**src/rtl/regfile_ctrl_pkg.sv**
```systemverilog
// Shared types and constants for the register-file sequencer.
// State encoding, instruction field positions and default compare code.
package regfile_ctrl_pkg;

    typedef enum logic [1:0] {
        IDLE = 2'd0,
        READ = 2'd1,
        EXEC = 2'd2,
        WB   = 2'd3
    } state_t;

    localparam int OP_MSB  = 15;
    localparam int OP_LSB  = 12;
    localparam int RD_MSB  = 11;
    localparam int RD_LSB  = 8;
    localparam int EXT_MSB = 7;
    localparam int EXT_LSB = 4;
    localparam int RS_MSB  = 3;
    localparam int RS_LSB  = 0;

    localparam logic [3:0] OP_REG       = 4'b0000;
    localparam logic [3:0] CMP_FUNC_DEF = 4'b1011;

endpackage

```
**src/rtl/regfile_instr_decode.sv**
```systemverilog
// Combinational decode of the latched instruction into ALU and
// register-file controls, plus the no-writeback flag.
module regfile_instr_decode
    import regfile_ctrl_pkg::*;
#(
    parameter logic [3:0] CMP_FUNC    = CMP_FUNC_DEF,
    parameter bit         ZERO_REG_RO = 1'b0
) (
    input  logic [15:0] instr,
    output logic [3:0]  alu_func,
    output logic        imm_sel,
    output logic [15:0] imm,
    output logic [3:0]  rdest,
    output logic [3:0]  rsrc,
    output logic        no_wb
);

    logic [3:0] op;

    always_comb begin
        op       = instr[OP_MSB:OP_LSB];
        rdest    = instr[RD_MSB:RD_LSB];
        rsrc     = instr[RS_MSB:RS_LSB];
        alu_func = 4'h0;
        imm_sel  = 1'b0;
        imm      = 16'h0000;
        unique case (1'b1)
            (op == OP_REG): begin
                alu_func = instr[EXT_MSB:EXT_LSB];
            end
            default: begin
                alu_func = op;
                imm_sel  = 1'b1;
                imm      = {{8{instr[EXT_MSB]}}, instr[EXT_MSB:RS_LSB]};
            end
        endcase
        // R0 protection only applies when the parameter enables it
        no_wb = (alu_func == CMP_FUNC) ||
                (ZERO_REG_RO && (rdest == 4'd0));
    end

endmodule

```
**src/rtl/regfile_seq_ctrl.sv**
```systemverilog
// Multi-cycle sequencer: accepts one instruction, then walks
// READ -> EXEC -> WB to drive the register file and ALU.
module regfile_seq_ctrl
    import regfile_ctrl_pkg::*;
#(
    parameter logic [3:0] CMP_FUNC    = CMP_FUNC_DEF,
    parameter bit         ZERO_REG_RO = 1'b0
) (
    input  logic        Clk,
    input  logic        Reset,
    input  logic        Instr_Valid,
    output logic        Instr_Ready,
    input  logic [15:0] Instr,
    input  logic        Hold,
    output logic [3:0]  Reg_Read_A,
    output logic [3:0]  Reg_Read_B,
    output logic [3:0]  Reg_Write,
    output logic        Write_Enable,
    output logic [3:0]  ALU_Func,
    output logic        Imm_Sel,
    output logic [15:0] Imm,
    output logic        Busy,
    output logic        Done
);

    state_t      state, next_state;
    logic [15:0] instr_q;
    logic [3:0]  rdest, rsrc;
    logic        no_wb;
    logic        accept;

    regfile_instr_decode #(
        .CMP_FUNC    (CMP_FUNC),
        .ZERO_REG_RO (ZERO_REG_RO)
    ) u_decode (
        .instr    (instr_q),
        .alu_func (ALU_Func),
        .imm_sel  (Imm_Sel),
        .imm      (Imm),
        .rdest    (rdest),
        .rsrc     (rsrc),
        .no_wb    (no_wb)
    );

    assign accept = (state == IDLE) && Instr_Valid && !Hold;

    always_ff @(posedge Clk or posedge Reset) begin
        if (Reset) begin
            state   <= IDLE;
            instr_q <= 16'h0000;
        end else begin
            state <= next_state;
            if (accept) begin
                instr_q <= Instr;
            end
        end
    end

    always_comb begin
        next_state   = state;
        Instr_Ready  = 1'b0;
        Write_Enable = 1'b0;
        Done         = 1'b0;
        // Hold freezes the state and masks every strobe
        if (!Hold) begin
            unique case (state)
                IDLE: begin
                    Instr_Ready = 1'b1;
                    if (Instr_Valid) begin
                        next_state = READ;
                    end
                end
                READ: next_state = EXEC;
                EXEC: begin
                    if (no_wb) begin
                        Done       = 1'b1;
                        next_state = IDLE;
                    end else begin
                        next_state = WB;
                    end
                end
                WB: begin
                    Write_Enable = 1'b1;
                    Done         = 1'b1;
                    next_state   = IDLE;
                end
                default: next_state = IDLE;
            endcase
        end
    end

    assign Reg_Read_A = rdest;
    assign Reg_Read_B = rsrc;
    assign Reg_Write  = rdest;
    assign Busy       = ~Instr_Ready;

endmodule

```
**config.mk**
```make
export PLATFORM = sky130hd
export DESIGN_NAME = regfile_seq_ctrl
export DESIGN_NICKNAME = d
export VERILOG_FILES = /design/src/rtl/regfile_ctrl_pkg.sv /design/src/rtl/regfile_instr_decode.sv /design/src/rtl/regfile_seq_ctrl.sv
export SDC_FILE = /design/constraint.sdc
export NUM_CORES = 1
export LEC_CHECK = 0
export CAP_MARGIN = 20
export CORE_MARGIN = 4
export CORE_UTILIZATION = 33
export CTS_BUF_LIST = sky130_fd_sc_hd__clkbuf_4 sky130_fd_sc_hd__clkbuf_8 sky130_fd_sc_hd__clkbuf_16
export DETAILED_ROUTE_END_ITERATION = 16
export PLACE_DENSITY = 0.77
export RECOVER_POWER = 25
export SYNTH_ARGS = -nofsm -noshare
export SYNTH_HDL_FRONTEND = slang
export SYNTH_SLANG_ARGS = --single-unit
```
**constraint.sdc**
```tcl
create_clock -name Clk -period 2.3 [get_ports Clk]
set_input_delay 0.575 -clock Clk [delete_from_list [all_inputs] [get_ports Clk]]
set_output_delay 0.575 -clock Clk [all_outputs]
set_load 0.01 [all_outputs]
```
==> impl_metrics.env <==
export IMPL_drive_gt1_share_pct=32.2
export IMPL_period_share_pct=97.8
export IMPL_dr_max_layer_used="met4"
export IMPL_final_max_slew_viol_count=0
export IMPL_grt_usage_pct=13.6
export IMPL_initial_utilization_pct=35.2
export IMPL_via_per_inst=4.59
export IMPL_crit_path_top_delay_cell="clkdlybuf4s50_1"
export IMPL_crit_start="Hold"
export IMPL_syn_inst=100
export IMPL_p_int_w=0.00144
export IMPL_hold_viol_final=0
export IMPL_rrSetupSlack_ns=0.49
export IMPL_placed_cells=184
export IMPL_place_gp_congestion=0.732
export IMPL_num_vias=885
export IMPL_worst_slack_ns=0.0501
export IMPL_power_density_mw_per_mm2=1430
export IMPL_clkTransAtPathRegs_ns=0.10
export IMPL_min_period_ns=2.25
export IMPL_final_common_cell="clkdlybuf4s50_1"
export IMPL_core_mm2=0.00310
export IMPL_remaining_drc_errors=0
export IMPL_routed_wirelength_um=2890
export IMPL_dr_pass1_iters=4
export IMPL_crit_type="in -> out"
export IMPL_outcome="finished, final reports clean"
export IMPL_diodes=0
export IMPL_p_leak_nw=0.750
export IMPL_drtAntennaViolNets=0
export IMPL_area_growth_synth_to_final_pct=49.9
export IMPL_ys_flop_type="dfrtp_1"
export IMPL_synth_edff_count=0
export IMPL_drt_met1_wl_um=1110
export IMPL_cts_htree_levels=1
export IMPL_tightest_slew_ns=0.680
export IMPL_portBuffers=56
export IMPL_min_path_type="reg -> reg"
export IMPL_crit_path_cell_trace="clkdlybuf4s50_1 > or3_4 > inv_2 > dlygate4sd2_1"
export IMPL_dieHeight_um=65.5
export IMPL_arrival_ns=1.67
export IMPL_dp_hpwl_um=2100
export IMPL_critPathCaptureType="primary output"
export IMPL_p_sw_share_pct=38.6
export IMPL_p_total_w=0.00234
export IMPL_dr_wl_met2_um=1460
export IMPL_clkLatencyLatePin_ns=0.29
export IMPL_timing_critical_path_to="Instr_Ready"
export IMPL_antenna_found_initial=0
export IMPL_r2r_end="instr_q[2]"
export IMPL_clock_sinks=18
export IMPL_dp_slack_ns=-0.227
export IMPL_slew_headroom_pct=54.6
export IMPL_required_ns=1.73
export IMPL_fin_cells=193
export IMPL_seq_area_frac_synth_pct=41.2
export IMPL_r2r_start="state[1]"
export IMPL_cts_buffers=3
export IMPL_die_area_mm2=0.00429
export IMPL_ys_ff_latch=18
export IMPL_rsz0062_at_grt="false"
export IMPL_fp_row_count=20
export IMPL_fin_nets=170
export IMPL_grt_max_degree=21
export IMPL_synth_area_mm2=0.00109
export IMPL_die_x_um=65.5
export IMPL_critical_path_max_stage_delay_ns=0.44
export IMPL_syn_avg_cell_area_um2=10.9
export IMPL_setup_worst_path_start_class="input pin"
export IMPL_reg2reg_depth=5
export IMPL_layout_common_cells="clkdlybuf4s50_1 (32), dfrtp_1 (16), dlygate4sd2_1 (15)"
export IMPL_hold_buffers=0
export IMPL_wl_per_cell_um=15.0
export IMPL_pwr_share_comb_pct=63.6
export IMPL_p_seq_share_pct=28.0
export IMPL_cts_tree="done"
export IMPL_synthDistinctLibCells=25
export IMPL_grt_overflow=0
export IMPL_met3_length_um=290
export IMPL_critPathMaxFanout=3
export IMPL_skew_ns=0.00214
export IMPL_fmax_ghz=0.444
export IMPL_clkPwrFrac_pct=8.4
export IMPL_clockBufferDepth=2
export IMPL_pin_count=57
export IMPL_ys_async_sr_fraction_pct=100
export IMPL_synth_nets=120
export IMPL_drt_iter0_markers=37
export IMPL_timing_max_cap_violations=0
export IMPL_grt_first_pass_wirelength_um=4420
export IMPL_whs_ns=0.543
export IMPL_final_util_pct=52.8
export IMPL_cts_root_buffer="clkbuf_4"
export IMPL_p_switching_w=0.000904
export IMPL_finalSetupViolCount=0
export IMPL_ir_drop_uv=450
export IMPL_ys_warn_count=0
export IMPL_grt_pass1_vias=892
-- kinds of logic (layout without fill, tap and decap cells) --
logic type      count (synthesis)  in the layout  synth area share [%]
buf+inv                        29             78                  19.0
flops                          18             18                  41.2
mux                            12             12                  16.5
simple gates                   27             27                  14.8
compound gates                 14             14                  8.48
-- what timing repair did --
action / 4_1_cts / 5_1_grt
setup buffers: 4 / 2
endpoints found under the setup margin: 22 / 20
endpoints found under the hold margin: 0 / 0
pin swaps: 1 / 2
gates resized for setup: 30 / 18
-- registers in the layout, summed over array words and instances, names as in the netlist --
name,flops
instr_q,16
state,2
-- area by class of cell --
cell class                 instances  area (um2)
fill                             305        1470
multi-input combinational         53         468
inverter                           7        26.3
timing repair buffer              67         599
sequential                        18         453
clock buffer                       4        36.3
tap                               44        55.1
-- critical path, delay by kind of cell --
family	cells	cell delay (ns)
buf+inv	3	0.76
simple gates	1	0.35
-- per-stage QoR --
step                      area, um2  TNS (ns)
final                          1640         0
after global routing           1640         0
after CTS                      1640         0
after detailed placement       1570    -0.862
after global placement         1570    -0.487
after floorplan                1090         0
-- metal layers --
metal,track usage [%],vias to the layer above
met5,0,-
met4,6.48,0
met3,4.44,4
met2,24.0,47
met1,14.6,418
li1,-,416
-- worst min path at each step --
stage | startpoint | endpoint | depth (start not counted)
finish | instr_q[11] | instr_q[11] | 1
global route | instr_q[3] | instr_q[3] | 1
CTS | instr_q[11] | instr_q[11] | 1
detailed placement | instr_q[3] | instr_q[3] | 1
global placement | instr_q[3] | instr_q[3] | 1
floorplan | instr_q[0] | instr_q[0] | 1
-- power groups by stage --
stage,Clock [W],Combinational (W),Sequential [W]
finish,0.000196,0.00149,0.000656
global route,0.000221,0.00161,0.000679
CTS,0.000205,0.00149,0.000650
detailed placement,0,0.00155,0.000637
global placement,0,0.00152,0.000623
floorplan,0,0.000957,0.000601
-- synth_stat cells, drive strengths merged (3+ instances only) --
library cell / count / area (um2)
and2: 3 / 21.3
o21ai: 6 / 30.0
buf: 22 / 181
nor2b: 8 / 50.1
nand2: 6 / 22.5
a31o: 3 / 26.3
nor2: 4 / 15.0
dfrtp: 18 / 450
mux2: 12 / 180
inv: 7 / 26.3
Note: power is estimated with default switching activity, not from simulation.
